[src/rtl/edge_irq_ctrl_pkg.sv]
// Shared definitions for the edge interrupt controller and its tick generator.
//  - FSM encodings for the controller state register.
//  - Default prescaler terminal count / width (10 ms tick at 100 MHz).
package edge_irq_ctrl_pkg;

    typedef enum logic [1:0] {
        ST_IDLE = 2'd0,
        ST_PEND = 2'd1,
        ST_HOLD = 2'd2,
        ST_3    = 2'd3   // unused code; recovers to IDLE
    } state_t;

    localparam int TICK_MAX_DEF = 999999;
    localparam int CNT_W_DEF    = 20;

endpackage

[src/rtl/tick_gen.sv]
// Free-running prescaler producing a one-clk tick every TICK_MAX+1 clocks.
// Shared with the switch debouncer.
// Ports:
//  clk   in   system clock
//  rst   in   synchronous active-high reset
//  clr   in   restart the count from 0 (next tick TICK_MAX+1 clk later)
//  tick  out  high while the count sits at TICK_MAX
module tick_gen
    import edge_irq_ctrl_pkg::*;
#(
    parameter int CNT_W    = CNT_W_DEF,
    parameter int TICK_MAX = TICK_MAX_DEF
) (
    input  logic clk,
    input  logic rst,
    input  logic clr,
    output logic tick
);

    localparam logic [CNT_W-1:0] TMAX = CNT_W'(TICK_MAX);

    logic [CNT_W-1:0] cnt;

    assign tick = (cnt == TMAX);

    always_ff @(posedge clk) begin
        if (rst || clr) begin
            cnt <= '0;
        end else if (tick) begin
            cnt <= '0;
        end else begin
            cnt <= cnt + CNT_W'(1);
        end
    end

endmodule

[src/rtl/edge_irq_ctrl.sv]
// Rising-edge interrupt controller for a debounced level.
// Emits a one-clk edge pulse, holds an interrupt until acknowledged, then
// rejects edges for a tick-timed hold-off. Counts accepted and overrun
// edges (wrapping) and keeps a sticky overrun flag.
// Ports:
//  clk        in   system clock
//  rst        in   synchronous active-high reset
//  level_in   in   debounced level (already in clk domain)
//  int_ack    in   interrupt acknowledge (pulse or level)
//  ovr_clr    in   clears overrun (a same-clk set wins)
//  ped        out  registered one-clk rising-edge pulse
//  interrupt  out  interrupt request, held until ack
//  overrun    out  sticky: edge arrived while interrupt pending
//  event_cnt  out  count of accepted + overrun edges, wraps
module edge_irq_ctrl
    import edge_irq_ctrl_pkg::*;
#(
    parameter int TICK_MAX   = TICK_MAX_DEF,
    parameter int CNT_W      = CNT_W_DEF,
    parameter int HOLD_TICKS = 2,
    parameter int EVT_W      = 8
) (
    input  logic             clk,
    input  logic             rst,
    input  logic             level_in,
    input  logic             int_ack,
    input  logic             ovr_clr,
    output logic             ped,
    output logic             interrupt,
    output logic             overrun,
    output logic [EVT_W-1:0] event_cnt
);

    // One spare bit so HOLD_TICKS itself is always representable.
    localparam int HC_W = $clog2(HOLD_TICKS + 1) + 1;
    localparam logic [HC_W-1:0] HOLD_N = HC_W'(HOLD_TICKS);

    state_t          state, state_nxt;
    logic            level_q;
    logic            rise;
    logic            tick;
    logic [HC_W-1:0] hold_cnt;
    logic            ovr_set, cnt_inc, hold_clr, hold_inc;

    assign rise = level_in & ~level_q;

    // Prescaler restarts on HOLD entry so the hold-off is measured from the ack.
    tick_gen #(
        .CNT_W   (CNT_W),
        .TICK_MAX(TICK_MAX)
    ) u_tick (
        .clk (clk),
        .rst (rst),
        .clr (hold_clr),
        .tick(tick)
    );

    always_comb begin
        state_nxt = state;
        ovr_set   = 1'b0;
        cnt_inc   = 1'b0;
        hold_clr  = 1'b0;
        hold_inc  = 1'b0;
        case (state)
            ST_IDLE: begin
                if (rise) begin
                    state_nxt = ST_PEND;
                    cnt_inc   = 1'b1;
                end
            end
            ST_PEND: begin
                // An edge here is lost but still counted and flagged,
                // even when it coincides with the ack.
                if (rise) begin
                    ovr_set = 1'b1;
                    cnt_inc = 1'b1;
                end
                if (int_ack) begin
                    state_nxt = ST_HOLD;
                    hold_clr  = 1'b1;
                end
            end
            ST_HOLD: begin
                // Exit test comes first so HOLD_TICKS=0 spends exactly one clk here.
                if (hold_cnt == HOLD_N) begin
                    state_nxt = ST_IDLE;
                end else if (tick) begin
                    hold_inc = 1'b1;
                end
            end
            default: state_nxt = ST_IDLE;
        endcase
    end

    always_ff @(posedge clk) begin
        if (rst) begin
            state     <= ST_IDLE;
            level_q   <= 1'b0;
            ped       <= 1'b0;
            interrupt <= 1'b0;
            overrun   <= 1'b0;
            event_cnt <= '0;
            hold_cnt  <= '0;
        end else begin
            state     <= state_nxt;
            level_q   <= level_in;
            ped       <= rise;
            interrupt <= (state_nxt == ST_PEND);
            if (cnt_inc) begin
                event_cnt <= event_cnt + EVT_W'(1);
            end
            if (ovr_set) begin
                overrun <= 1'b1;
            end else if (ovr_clr) begin
                overrun <= 1'b0;
            end
            if (hold_clr) begin
                hold_cnt <= '0;
            end else if (hold_inc) begin
                hold_cnt <= hold_cnt + HC_W'(1);
            end
        end
    end

endmodule

[config.mk]
export PLATFORM = sky130hd
export DESIGN_NAME = edge_irq_ctrl
export DESIGN_NICKNAME = d
export VERILOG_FILES = /design/src/rtl/edge_irq_ctrl_pkg.sv /design/src/rtl/tick_gen.sv /design/src/rtl/edge_irq_ctrl.sv
export SDC_FILE = /design/constraint.sdc
export NUM_CORES = 1
export LEC_CHECK = 0
export CELL_PAD_IN_SITES_DETAIL_PLACEMENT = 2
export CELL_PAD_IN_SITES_GLOBAL_PLACEMENT = 2
export CORE_ASPECT_RATIO = 0.75
export CORE_UTILIZATION = 41
export DETAILED_ROUTE_END_ITERATION = 6
export DONT_BUFFER_PORTS = 1
export GPL_ROUTABILITY_DRIVEN = 0
export PLACE_DENSITY = 0.83
export SYNTH_ARGS = -nofsm -noshare
export SYNTH_HDL_FRONTEND = slang
export SYNTH_SLANG_ARGS = --single-unit
export TNS_END_PERCENT = 20
[constraint.sdc]
create_clock -name clk -period 3.3 [get_ports clk]
set_clock_uncertainty 0.2 [all_clocks]
set_input_delay 0.66 -clock clk [delete_from_list [all_inputs] [get_ports clk]]
set_output_delay 0.66 -clock clk [all_outputs]
set_load 0.01 [all_outputs]
Word-level counts from Yosys, hierarchy flattened
Index checks and enable logic that the tools add are counted.
{ "op_classes": {"n_addsub": 3, "eq_ne": 5, "muxes": 14, "bitwise": 2, "n_reduce_logical": 6} }
{ "op_table": {"columns": ["op", "count"], "rows": [
  ["$add A20 B1 Y20 const B", 1],
  ["$eq A20 B20 Y1 const B", 1],
  ["$mux W1", 10],
  ["$add A8 B1 Y8 const B", 1],
  ["$mux W2", 3],
  ["$pmux W2 S3", 1],
  ["$reduce_or A2 Y1", 3],
  ["$eq A2 B1 Y1 const B", 2],
  ["$add A3 B1 Y3 const B", 1],
  ["$eq A3 B2 Y1 const B", 1],
  ["$eq A2 B2 Y1 const B", 1],
  ["$logic_not A2 Y1", 1],
  ["$reduce_bool A2 Y1", 1],
  ["$and A1 B1 Y1", 1],
  ["$logic_or A1 B1 Y1", 1],
  ["$not A1 Y1", 1]
]} }
{ "word_totals": {"ff_bits": 37, "inputBits": 5, "elab_cells": 38} }

Depth between registers and ports, before layout
Gate-level depths: netlist (run 1).
{ "logic_depth": {"depth_word": 5, "mapped_depth": 6, "mapped_depth_nobuf": 6} }

Hierarchy
From an unflattened synthesis (run 1), not the netlist that was laid out.
{ "hier_totals": {"hier_cells": 187, "area_unflattened_um2": 1690.4} }
{ "by_module_without_submodules": {"columns": ["module", "instances", "cells_each", "area_per_inst_um2"], "rows": [
  ["tick_gen", 1, 106, 945.9],
  ["edge_irq_ctrl", 1, 81, 744.5]
]} }

Least setup slack after synthesis (run 1)
No wires, ideal clock.
{ "synth_path": {"kind": "register -> register", "from": "reg u_tick.cnt[0]", "to": "reg u_tick.cnt[2]", "setup_time_ns": 0.119, "arrival_ns": 1.590, "required_time_ns": 2.981, "setup_slack_ns": 1.391, "path_stages_with_launch": 7, "cell_sequence": "dfxtp_1 ha_1 nand2_1 or4_4 o21ai_1 buf_2 nor2_1"} }
{ "synth_via": {"elab_chain_cells": 2} }
{ "synth_rtl": {"columns": ["element", "line", "text"], "rows": [
  ["start, declared", "tick_gen.sv:22", "logic [CNT_W-1:0] cnt;"],
  ["start signal, assigned", "tick_gen.sv:32", "cnt <= cnt + CNT_W'(1);"],
  ["parallel branches: the longest is 2 deep, another holds $add A20 B1 Y20", null, null]
]} }
Parallel ways; which one is timed is not known.
A chain may end at the register's enable or synchronous reset.

Worst setup path after layout (run 1)
{ "layout_path": {"from": "reg u_tick.cnt[0]", "to": "reg u_tick.cnt[5]"} }
Same word-level chain as after synthesis.

==> impl_metrics.prom, run 1 <==
# TYPE chip_impl_metric gauge
chip_impl_metric{name="final_nets",unit=""} 193
chip_impl_metric{name="post_synth.cell_area_avg",unit="um^2"} 9.23
chip_impl_metric{name="static-leakage-power",unit="uW"} 0.000616
chip_impl_metric{name="final.setup.tns",unit="ps"} 0
chip_impl_metric{name="report.final.hold_viol_count",unit=""} 0
chip_impl_metric{name="tightest_slew",unit="ps"} 762
chip_impl_metric{name="grt_pass1_wl",unit="um"} 7210
chip_impl_metric{name="fillerInstances",unit=""} 414
chip_impl_info{name="setup.worst_path.end_class",value="flop"} 1
chip_impl_metric{name="dr.first_iter.drc_count",unit=""} 61
chip_impl_metric{name="dieHeight",unit="um"} 57.4
chip_impl_metric{name="portBuffers",unit=""} 0
chip_impl_metric{name="mappedNetlistArea",unit="mm^2"} 0.00168
chip_impl_metric{name="finalMaxSlewViolations",unit=""} 0
chip_impl_metric{name="ffs_w_async_s_r_synth",unit=""} 0
chip_impl_info{name="worstReg2RegStart",value="u_tick.cnt[0]"} 1
chip_impl_metric{name="synthCells",unit=""} 182
chip_impl_metric{name="floorplan.die_area",unit="mm^2"} 0.00436
chip_impl_metric{name="ir_drop",unit="mV"} 0.266
chip_impl_metric{name="first_pass_iters",unit=""} 4
chip_impl_metric{name="floorplan.initialDensity",unit=""} 0.445
chip_impl_metric{name="detail_route.wl_per_cell",unit="um"} 18.3
chip_impl_metric{name="drt-total-wl",unit="um"} 4350
chip_impl_metric{name="tritoncts.num_buffers",unit=""} 5
chip_impl_info{name="hold_path_end",value="state[1]"} 1
chip_impl_metric{name="drc",unit=""} 0
chip_impl_metric{name="htreeDepth",unit=""} 2
chip_impl_info{name="r2r-end",value="u_tick.cnt[5]"} 1
chip_impl_info{name="clock_tree_root_driver_cell",value="clkbuf_8"} 1
chip_impl_metric{name="yosysUniqueCellTypes",unit=""} 41
chip_impl_info{name="cp-start-kind",value="flop"} 1
chip_impl_metric{name="ctsHoldBuffers",unit=""} 0
chip_impl_info{name="startpoint_of_the_most_critical_hold_path",value="rst"} 1
chip_impl_metric{name="clk_pin_slew",unit="ps"} 70
chip_impl_metric{name="crit_cells",unit=""} 6
chip_impl_metric{name="worst_slew_margin_rel",unit=""} 0.489
chip_impl_metric{name="post_cts.repair.setup_buffers",unit=""} 0
chip_impl_metric{name="path_max_fanout",unit=""} 20
chip_impl_metric{name="shortest_period_the_worst_path_allows",unit="ps"} 2200
chip_impl_info{name="netlist_top_cells_area",value="dfxtp_1 (44%), nor2_1 (6.7%), xor2_1 (5.7%)"} 1
chip_impl_metric{name="synth_top_cell_area_share",unit=""} 0.441
chip_impl_metric{name="report.final.setup_viol",unit=""} 0
chip_impl_metric{name="reg2reg_depth",unit=""} 6
chip_impl_metric{name="numClockSinks",unit=""} 37
chip_impl_metric{name="timing.critical_path.required",unit="ps"} 3270
chip_impl_metric{name="critPathMaxStageDelay",unit="ps"} 580
chip_impl_metric{name="drv_cap",unit=""} 0
chip_impl_metric{name="gr-usage-all-layers",unit=""} 0.219
chip_impl_metric{name="timing.critical_path.buf_inv",unit=""} 1
chip_impl_info{name="yosysTopAreaCell",value="dfxtp_1"} 1
chip_impl_metric{name="syn-num-nets",unit=""} 191
chip_impl_metric{name="placementRows",unit=""} 19
chip_impl_info{name="rsz0062_at_grt",value="false"} 1
chip_impl_metric{name="routed-via-count",unit=""} 1331
chip_impl_info{name="tritoncts",value="yes"} 1
chip_impl_metric{name="place.detailed.hpwl",unit="um"} 3200
chip_impl_metric{name="drt-vias-per-instance",unit=""} 5.62
chip_impl_metric{name="yosys_register_bits",unit=""} 37
chip_impl_metric{name="antenna_found_initial",unit=""} 0
chip_impl_info{name="cpLargestDelayFamily",value="simple AND/OR/NAND/NOR gates"} 1
chip_impl_metric{name="drive_gt1_frac",unit=""} 0.130
chip_impl_metric{name="ys_seq_area_frac",unit=""} 0.441
chip_impl_metric{name="grt_overflow",unit=""} 0
chip_impl_metric{name="floorplan.io_pins",unit=""} 16
chip_impl_metric{name="timing.fmax",unit="GHz"} 0.454
chip_impl_metric{name="power_density",unit="mW/mm^2"} 470
chip_impl_metric{name="clkLatencyLatePin",unit="ps"} 290
chip_impl_metric{name="number_of_enable_flip_flop_cells_after_synthesis",unit=""} 0
chip_impl_metric{name="whs_path_depth",unit=""} 1
chip_impl_metric{name="layout-area-overhead-vs-synth",unit="%"} 7.97
chip_impl_metric{name="crit_arrival",unit="ps"} 2180
chip_impl_metric{name="ctsResizeCount",unit=""} 0
chip_impl_info{name="synth_top_cells_by_count",value="dfxtp_1 (37), nor2_1 (30), nand2_1 (11), xor2_1 (11)"} 1
chip_impl_info{name="outcome",value="finished clean"} 1
chip_impl_metric{name="cts_max_path_buffers",unit=""} 2
chip_impl_metric{name="ff2ff_setup_slack",unit="ps"} 1100
chip_impl_info{name="critPathKind",value="reg2reg"} 1
chip_impl_info{name="class_of_the_most_critical_hold_timing_path",value="in2reg"} 1
chip_impl_metric{name="postLayoutCellArea",unit="mm^2"} 0.00181
chip_impl_metric{name="placedInstanceArea",unit="mm^2"} 0.00171
chip_impl_metric{name="period_utilisation_layout",unit=""} 0.667
chip_impl_metric{name="drt.antenna.violating_nets",unit=""} 0
chip_impl_metric{name="largest_net_degree_at_the_start_of_global_routing",unit=""} 21
chip_impl_metric{name="synth.yosys.warnings",unit=""} 0
chip_impl_metric{name="grt_pass1_vias",unit=""} 1491
chip_impl_info{name="timing.critical_path.cells",value="ha_1 -> nand2_1 -> or4_4 -> o21ai_1 -> buf_4 -> nor2_1"} 1
chip_impl_metric{name="coreArea",unit="mm^2"} 0.00378
chip_impl_info{name="synth_most_common_cell",value="dfxtp_1"} 1
chip_impl_metric{name="insertedDiodeCount",unit=""} 0
chip_impl_metric{name="dieWidth",unit="um"} 75.9
chip_impl_info{name="dominantRegCellSynth",value="dfxtp_1"} 1
chip_impl_info{name="critical-path-slowest-cell",value="or4_4"} 1
## cells by family after synthesis
logic type      Yosys count  synth area share
flops                    37             0.441
compound gates           15            0.0596
xor+xnor                 19            0.0990
fa+ha+maj                 4            0.0298
buf+inv                  12            0.0372
mux                       5            0.0298
simple gates             90             0.304
## area by class of cell
type / count / area [um^2] / area share
timing repair buffer: 1 / 7.51 / 0.00414
multi-input combinational: 133 / 877 / 0.483
clock buffer: 7 / 96.3 / 0.0531
clock inverter: 1 / 5.00 / 0.00276
inverter: 6 / 22.5 / 0.0124
tap: 52 / 65.1 / 0.0359
sequential: 37 / 741 / 0.408
## worst max path at each step
stage	endpoint	from
2_1_floorplan	u_tick.cnt[2]	u_tick.cnt[0]
3_3_place_gp	u_tick.cnt[13]	u_tick.cnt[0]
3_5_place_dp	u_tick.cnt[5]	u_tick.cnt[0]
4_1_cts	u_tick.cnt[5]	u_tick.cnt[0]
5_1_grt	u_tick.cnt[2]	u_tick.cnt[0]
6_report	u_tick.cnt[5]	u_tick.cnt[0]
## power breakdown
part | internal, uW | leakage (uW) | switching (uW) | total, uW
registers | 457 | 0.000300 | 11.8 | 469
clock network | 189 | 0.0000542 | 159 | 348
logic | 13.8 | 0.000262 | 23.0 | 36.7
total | 659 | 0.000616 | 194 | 853
## per-stage QoR
step	total power, uW	std cells	setup WS [ps]	hold WS (ps)	utilization
2_1_floorplan	506	182	1390	218	-
3_3_place_gp	510	229	1280	227	0.453
3_5_place_dp	516	229	1140	268	0.453
4_1_cts	867	237	1100	222	0.480
5_1_grt	888	237	1010	219	0.480
6_report	853	237	1100	232	0.480
## state kept, by name, summed over array words and instances, names as in the netlist
signal	count
overrun	1
hold_cnt	3
u_tick.cnt	20
ped	1
level_q	1
event_cnt	8
interrupt	1
state	2
## placed cells by master, fill, tap and decap left out, types with 2 or more instances in the layout
cell type,count
nor2b_1,2
nor3b_1,2
xnor2_1,8
ha_1,4
nor2_1,30
o31ai_1,4
nor3_1,3
or4_4,4
a21oi_2,3
xor2_1,11
mux2i_1,5
or3_1,3
inv_1,6
clkbuf_8,7
dfxtp_1,37
a21oi_1,5
nand3_1,7
nand2_1,11
and3_1,4
nand4_1,8
## metal layers
| layer | up-vias | track usage | wire length, um | share of wire |
|---|---|---|---|---|
| met5 | - | 0 | 0 | 0 |
| met3 | 8 | 0.0496 | 116 | 0.027 |
| met4 | 0 | 0.0934 | 74 | 0.017 |
| met2 | 20 | 0.381 | 2110 | 0.49 |
| li1 | 634 | - | - | - |
| met1 | 669 | 0.265 | 2050 | 0.47 |
No activity file was read; power rests on OpenSTA's default activity.
==> inputs of run 2 (changes only) <==
--- a/config.mk
+++ b/config.mk
@@ -8,11 +8,11 @@
 export CELL_PAD_IN_SITES_DETAIL_PLACEMENT = 2
 export CELL_PAD_IN_SITES_GLOBAL_PLACEMENT = 2
 export CORE_ASPECT_RATIO = 0.75
-export CORE_UTILIZATION = 41
+export CORE_UTILIZATION = 35
 export DETAILED_ROUTE_END_ITERATION = 6
 export DONT_BUFFER_PORTS = 1
 export GPL_ROUTABILITY_DRIVEN = 0
-export PLACE_DENSITY = 0.83
+export PLACE_DENSITY = 0.76
 export SYNTH_ARGS = -nofsm -noshare
 export SYNTH_HDL_FRONTEND = slang
 export SYNTH_SLANG_ARGS = --single-unit
==> constraint.sdc (replaced) <==
create_clock -name clk -period 2 [get_ports clk]
set_clock_uncertainty 0.2 [all_clocks]
set_input_delay 0.4 -clock clk [delete_from_list [all_inputs] [get_ports clk]]
set_output_delay 0.4 -clock clk [all_outputs]
set_load 0.01 [all_outputs]
==> impl_metrics.prom, run 2 (synthesis gave the netlist of run 1 again) <==
# TYPE chip_impl_metric gauge
chip_impl_metric{name="antenna_found_initial",unit=""} 0
chip_impl_metric{name="detail_route.wl_per_cell",unit="um"} 17.2
chip_impl_metric{name="gr-usage-all-layers",unit=""} 0.191
chip_impl_info{name="registers.top_by_ff_count",value="u_tick.cnt"} 1
chip_impl_metric{name="floorplan.initialDensity",unit=""} 0.370
chip_impl_metric{name="tritoncts.num_buffers",unit=""} 5
chip_impl_metric{name="dieHeight",unit="um"} 62.0
chip_impl_metric{name="drt.antenna.violating_nets",unit=""} 0
chip_impl_metric{name="coreArea",unit="mm^2"} 0.00455
chip_impl_metric{name="path_max_fanout",unit=""} 10
chip_impl_info{name="top_regs",value="u_tick.cnt: 20 flops, event_cnt: 8 flops, hold_cnt: 3 flops"} 1
chip_impl_info{name="critPathKind",value="reg2reg"} 1
chip_impl_metric{name="drive_gt1_frac",unit=""} 0.241
chip_impl_metric{name="layout_setup_ws",unit="ps"} 71.4
chip_impl_metric{name="largest_net_degree_at_the_start_of_global_routing",unit=""} 21
chip_impl_metric{name="layout-area-overhead-vs-synth",unit="%"} 17.9
chip_impl_info{name="tritoncts",value="yes"} 1
chip_impl_metric{name="drv_cap",unit=""} 0
chip_impl_info{name="worstReg2RegStart",value="u_tick.cnt[10]"} 1
chip_impl_metric{name="grt_overflow",unit=""} 0
chip_impl_info{name="hold_path_end",value="level_q"} 1
chip_impl_metric{name="fillerInstances",unit=""} 500
chip_impl_metric{name="first_pass_iters",unit=""} 4
chip_impl_info{name="setup.worst_path.end_class",value="flop"} 1
chip_impl_metric{name="dieWidth",unit="um"} 82.0
chip_impl_metric{name="numClockSinks",unit=""} 37
chip_impl_metric{name="largest_register_ffs",unit=""} 20
chip_impl_metric{name="static-leakage-power",unit="uW"} 0.000718
chip_impl_metric{name="htreeDepth",unit=""} 2
chip_impl_metric{name="report.final.setup_viol",unit=""} 0
chip_impl_metric{name="routed-via-count",unit=""} 1339
chip_impl_metric{name="placementRows",unit=""} 21
chip_impl_metric{name="floorplan.io_pins",unit=""} 16
chip_impl_metric{name="floorplan.die_area",unit="mm^2"} 0.00509
chip_impl_metric{name="grt_pass1_wl",unit="um"} 6900
chip_impl_metric{name="shortest_period_the_worst_path_allows",unit="ps"} 1930
chip_impl_metric{name="insertedDiodeCount",unit=""} 0
chip_impl_info{name="clock_tree_root_driver_cell",value="clkbuf_8"} 1
chip_impl_info{name="outcome",value="finished clean"} 1
chip_impl_info{name="cp-start-kind",value="flop"} 1
chip_impl_metric{name="place_worst_setup_slack",unit="ps"} -4.31
chip_impl_info{name="startpoint_of_the_most_critical_hold_path",value="level_in"} 1
chip_impl_metric{name="final_nets",unit=""} 207
chip_impl_metric{name="timing.critical_path.required",unit="ps"} 2040
chip_impl_metric{name="whs_path_depth",unit=""} 1
chip_impl_metric{name="worst_slew_margin_rel",unit=""} 0.640
chip_impl_metric{name="clk_pin_slew",unit="ps"} 70
chip_impl_metric{name="period_utilisation_layout",unit=""} 0.964
chip_impl_metric{name="grt_pass1_vias",unit=""} 1408
chip_impl_metric{name="power_density",unit="mW/mm^2"} 692
chip_impl_metric{name="place.detailed.hpwl",unit="um"} 3240
chip_impl_metric{name="clkLatencyLatePin",unit="ps"} 300
chip_impl_info{name="r2r-end",value="u_tick.cnt[17]"} 1
chip_impl_metric{name="drc",unit=""} 0
chip_impl_metric{name="finalMaxSlewViolations",unit=""} 0
chip_impl_info{name="layout.cells.most_common",value="dfxtp_1"} 1
chip_impl_metric{name="reg2reg_depth",unit=""} 4
chip_impl_metric{name="crit_arrival",unit="ps"} 1960
chip_impl_metric{name="report.final.hold_viol_count",unit=""} 0
chip_impl_metric{name="dr.first_iter.drc_count",unit=""} 35
chip_impl_metric{name="tightest_slew",unit="ps"} 539
chip_impl_metric{name="cts_max_path_buffers",unit=""} 2
chip_impl_metric{name="portBuffers",unit=""} 0
chip_impl_metric{name="drt-total-wl",unit="um"} 4410
chip_impl_metric{name="timing.fmax",unit="GHz"} 0.519
chip_impl_info{name="class_of_the_most_critical_hold_timing_path",value="in2reg"} 1
chip_impl_metric{name="drt-vias-per-instance",unit=""} 5.23
chip_impl_metric{name="ff2ff_setup_slack",unit="ps"} 70
chip_impl_metric{name="layout.core_utilization",unit=""} 0.436
chip_impl_info{name="layout.cells.most_common_list",value="dfxtp_1 (31), nor2_1 (30), buf_4 (13)"} 1
chip_impl_metric{name="ir_drop",unit="mV"} 0.384
run 2: cell count changes in the layout (fill, tap and decap cells not counted), moves of 2 or more:
| cell | change |
|---|---|
| clkbuf_8 | -2 |
| dfxtp_2 | +6 |
| buf_4 | +12 |
| dfxtp_1 | -6 |
run 2: worst max-delay path by stage:
stage / start / endpoint / slack [ps]
after global routing: u_tick.cnt[3] / hold_cnt[2] / -20
after global placement: u_tick.cnt[11] / u_tick.cnt[17] / 80
after floorplan: u_tick.cnt[0] / u_tick.cnt[2] / 90
after CTS: u_tick.cnt[0] / u_tick.cnt[18] / 5
final: u_tick.cnt[10] / u_tick.cnt[17] / 70
after detailed placement: u_tick.cnt[11] / u_tick.cnt[17] / -4
run 2: what timing repair did:
item                                    CTS  global route
hold buffers                              1             0
endpoints found under the setup margin   13            21
endpoints found under the hold margin    14             0
buffers inserted                          0             1
pin swaps                                 0             3
gates resized for setup                   2            14
run 2: layer usage:
layer / vias up / wire (um) / GRT usage
met5: - / 0 / 0
met1: 660 / 2180 / 0.252
li1: 658 / - / -
met4: 0 / 61 / 0.0702
met3: 6 / 171 / 0.0672
met2: 15 / 2000 / 0.289
run 2: metrics by stage:
| stage | hold WS (ps) | TNS [ps] | power (uW) | instances | cell area [um^2] |
|---|---|---|---|---|---|
| floorplan | 218 | 0 | 835 | 182 | 1680 |
| global placement | 227 | 0 | 854 | 246 | 1820 |
| detailed placement | 246 | -5.37 | 864 | 246 | 1820 |
| CTS | 29.5 | 0 | 1390 | 255 | 1920 |
| global route | 37.4 | -19.0 | 1440 | 256 | 1980 |
| finish | 33.3 | 0 | 1370 | 256 | 1980 |
run 2: layout make-up:
class,instances,area [um^2],share of cell area
Clock buffer,6,72.6,0.0366
Clock inverter,2,10.0,0.00505
Inverter,6,22.5,0.0114
Multi-Input combinational cell,133,930,0.469
Sequential cell,37,748,0.378
Tap cell,57,71.3,0.0360
Timing Repair Buffer,15,128,0.0644
run 2: worst max-delay path, stage by stage (launching register included):
cell and delay (ps):
dfxtp_1 420, nand3_2 150, or3_4 450, or4_4 500
a21oi_2 140
run 2: where the power goes:
group          switching (uW)  leakage, uW  internal, uW
sequential               21.0     0.000303           755
combinational            45.6     0.000370          37.4
clock                     271    0.0000450           241
==> inputs of run 3 (changes only) <==
--- a/config.mk
+++ b/config.mk
@@ -8,11 +8,12 @@
 export CELL_PAD_IN_SITES_DETAIL_PLACEMENT = 2
 export CELL_PAD_IN_SITES_GLOBAL_PLACEMENT = 2
 export CORE_ASPECT_RATIO = 0.75
-export CORE_UTILIZATION = 35
+export CORE_UTILIZATION = 37
+export CTS_BUF_LIST = sky130_fd_sc_hd__clkbuf_2
 export DETAILED_ROUTE_END_ITERATION = 6
 export DONT_BUFFER_PORTS = 1
 export GPL_ROUTABILITY_DRIVEN = 0
-export PLACE_DENSITY = 0.76
+export PLACE_DENSITY = 0.79
 export SYNTH_ARGS = -nofsm -noshare
 export SYNTH_HDL_FRONTEND = slang
 export SYNTH_SLANG_ARGS = --single-unit
==> impl_metrics.prom, run 3 (synthesis gave the netlist of run 1 again) <==
# TYPE chip_impl_metric gauge
chip_impl_metric{name="power_density",unit="mW/mm^2"} 616
chip_impl_info{name="outcome",value="finished clean"} 1
chip_impl_metric{name="internal_power",unit="uW"} 885
chip_impl_metric{name="first_pass_iters",unit=""} 4
chip_impl_info{name="setup.worst_path.end_class",value="flop"} 1
chip_impl_metric{name="grt_pass1_wl",unit="um"} 7590
chip_impl_info{name="clock_tree_root_driver_cell",value="clkbuf_2"} 1
chip_impl_metric{name="timing.critical_path.required",unit="ps"} 2100
chip_impl_info{name="tritoncts",value="yes"} 1
chip_impl_metric{name="drt-vias-per-instance",unit=""} 5.32
chip_impl_metric{name="floorplan.io_pins",unit=""} 16
chip_impl_metric{name="grt_overflow",unit=""} 0
chip_impl_metric{name="report.final.hold_viol_count",unit=""} 0
chip_impl_metric{name="crit_arrival",unit="ps"} 2050
chip_impl_metric{name="timing.fmax",unit="GHz"} 0.511
chip_impl_metric{name="shortest_period_the_worst_path_allows",unit="ps"} 1960
chip_impl_info{name="rsz0062_at_grt",value="true"} 1
chip_impl_metric{name="placedInstanceArea",unit="mm^2"} 0.00179
chip_impl_info{name="class_of_the_most_critical_hold_timing_path",value="in2reg"} 1
chip_impl_metric{name="worst_slew_margin_rel",unit=""} 0.594
chip_impl_info{name="layout.cells.most_common",value="nor2_1"} 1
chip_impl_info{name="critPathKind",value="reg2reg"} 1
chip_impl_metric{name="dp_cells",unit=""} 242
chip_impl_metric{name="final_nets",unit=""} 211
chip_impl_metric{name="routed-via-count",unit=""} 1373
chip_impl_metric{name="final-instance-count-excl-fill",unit=""} 258
chip_impl_metric{name="finalHoldWorstSlack",unit="ps"} 54.1
chip_impl_metric{name="drc",unit=""} 0
chip_impl_metric{name="detail_route.wl_per_cell",unit="um"} 19.4
chip_impl_metric{name="coreArea",unit="mm^2"} 0.00420
chip_impl_metric{name="antenna_found_initial",unit=""} 0
chip_impl_metric{name="dr.first_iter.drc_count",unit=""} 46
chip_impl_metric{name="finalMaxSlewViolations",unit=""} 0
chip_impl_metric{name="htreeDepth",unit=""} 2
chip_impl_metric{name="static-leakage-power",unit="uW"} 0.000722
chip_impl_metric{name="drv_cap",unit=""} 0
chip_impl_metric{name="grt_pass1_vias",unit=""} 1495
chip_impl_metric{name="largest_net_degree_at_the_start_of_global_routing",unit=""} 17
chip_impl_metric{name="drive_gt1_frac",unit=""} 0.266
chip_impl_metric{name="report.final.setup_viol",unit=""} 0
chip_impl_metric{name="power_frac_comb",unit=""} 0.080
chip_impl_metric{name="clkLatencyLatePin",unit="ps"} 390
chip_impl_metric{name="layout-area-overhead-vs-synth",unit="%"} 16.8
chip_impl_metric{name="drt.antenna.violating_nets",unit=""} 0
chip_impl_info{name="top_regs",value="u_tick.cnt: 20 flops, event_cnt: 8 flops, hold_cnt: 3 flops"} 1
chip_impl_metric{name="gr-usage-all-layers",unit=""} 0.219
chip_impl_metric{name="portBuffers",unit=""} 0
chip_impl_metric{name="ir_drop",unit="mV"} 0.281
chip_impl_metric{name="path_max_fanout",unit=""} 5
chip_impl_metric{name="dieWidth",unit="um"} 79.8
chip_impl_metric{name="tritoncts.num_buffers",unit=""} 5
chip_impl_metric{name="placementRows",unit=""} 20
chip_impl_info{name="cp-start-kind",value="flop"} 1
chip_impl_metric{name="tightest_slew",unit="ps"} 607
chip_impl_metric{name="dieHeight",unit="um"} 60.4
chip_impl_metric{name="net-switching-power",unit="uW"} 324
chip_impl_info{name="registers.top_by_ff_count",value="u_tick.cnt"} 1
chip_impl_metric{name="pwr-share-seq",unit=""} 0.640
chip_impl_metric{name="floorplan.die_area",unit="mm^2"} 0.00482
chip_impl_metric{name="insertedDiodeCount",unit=""} 0
chip_impl_info{name="layout.cells.most_common_list",value="nor2_1 (30), dfxtp_1 (28), buf_4 (15)"} 1
chip_impl_metric{name="largest_register_ffs",unit=""} 20
chip_impl_metric{name="postLayoutCellArea",unit="mm^2"} 0.00196
chip_impl_metric{name="clk_pin_slew",unit="ps"} 190
chip_impl_metric{name="numClockSinks",unit=""} 37
chip_impl_metric{name="floorplan.initialDensity",unit=""} 0.400
chip_impl_metric{name="cts_max_path_buffers",unit=""} 2
chip_impl_metric{name="drt-total-wl",unit="um"} 5010
chip_impl_metric{name="pwr-share-clk",unit=""} 0.279
chip_impl_metric{name="period_utilisation_layout",unit=""} 0.979
chip_impl_metric{name="place.detailed.hpwl",unit="um"} 3410
chip_impl_metric{name="swShare",unit=""} 0.268
-- run 3: cell count changes in the layout (fill, tap and decap cells not counted), moves of 2 or more --
cell / previous run / this run
dfxtp_1: 31 / 28
buf_4: 13 / 15
dfxtp_2: 6 / 8
clkbuf_2: 0 / 6
buf_6: 0 / 2
clkbuf_8: 5 / 0
-- run 3: area by class of cell --
class                           instances  area (um^2)
Sequential cell                        37          754
Clock inverter                          2         10.0
Clock buffer                            6         30.0
Fill cell                             463         2240
Inverter                                6         22.5
Timing Repair Buffer                   19          155
Multi-Input combinational cell        133          921
Tap cell                               55         68.8
-- run 3: path summary, 6_finish.rpt --
check,slack (ps),end,start,cells past startpoint
worst max-delay path,40,u_tick.cnt[0],u_tick.cnt[8],5
worst min-delay path,50,overrun,ovr_clr,3
worst max register to register,40,u_tick.cnt[0],u_tick.cnt[8],5
worst min register to register,290,ped,level_q,1
-- run 3: power by group through the flow --
| stage | clock (uW) | sequential [uW] | combinational (uW) |
|---|---|---|---|
| finish | 338 | 774 | 97.2 |
| global route | 373 | 777 | 105 |
| CTS | 356 | 775 | 84.5 |
| detailed placement | 0 | 790 | 67.6 |
| global placement | 0 | 788 | 61.2 |
| floorplan | 0 | 785 | 49.2 |
-- run 3: worst max-delay path, cell delays in order, from the launching register on --
cell and delay (ps):
dfxtp_2 360, or2_4 250, or4_4 590, o21ai_4 220
buf_4 190, nor2_1 50
-- run 3: per-layer routing --
metal / vias up / routed length (um) / global-route usage
met5: - / 0 / 0
met4: 0 / 89 / 0.0689
met3: 10 / 155 / 0.0541
met2: 22 / 2380 / 0.365
met1: 675 / 2380 / 0.284
li1: 666 / - / -
-- run 3: through the flow --
stage / total power, uW / util / TNS, ps / setup WS, ps
detailed placement: 857 / 0.426 / -850 / -69.9
floorplan: 835 / - / 0 / 90.5
finish: 1210 / 0.467 / 0 / 42.1
global route: 1250 / 0.467 / -195 / -60.5
CTS: 1220 / 0.450 / 0 / 8.01
global placement: 849 / 0.426 / 0 / 68.7
-- run 3: repair_timing --
item	4_1_cts	5_1_grt
hold buffers	2	0
endpoints found under the setup margin	22	23
gates cloned	1	0
resized for setup	9	14
pin swaps	1	3
endpoints found under the hold margin	16	0
buffers inserted	0	5
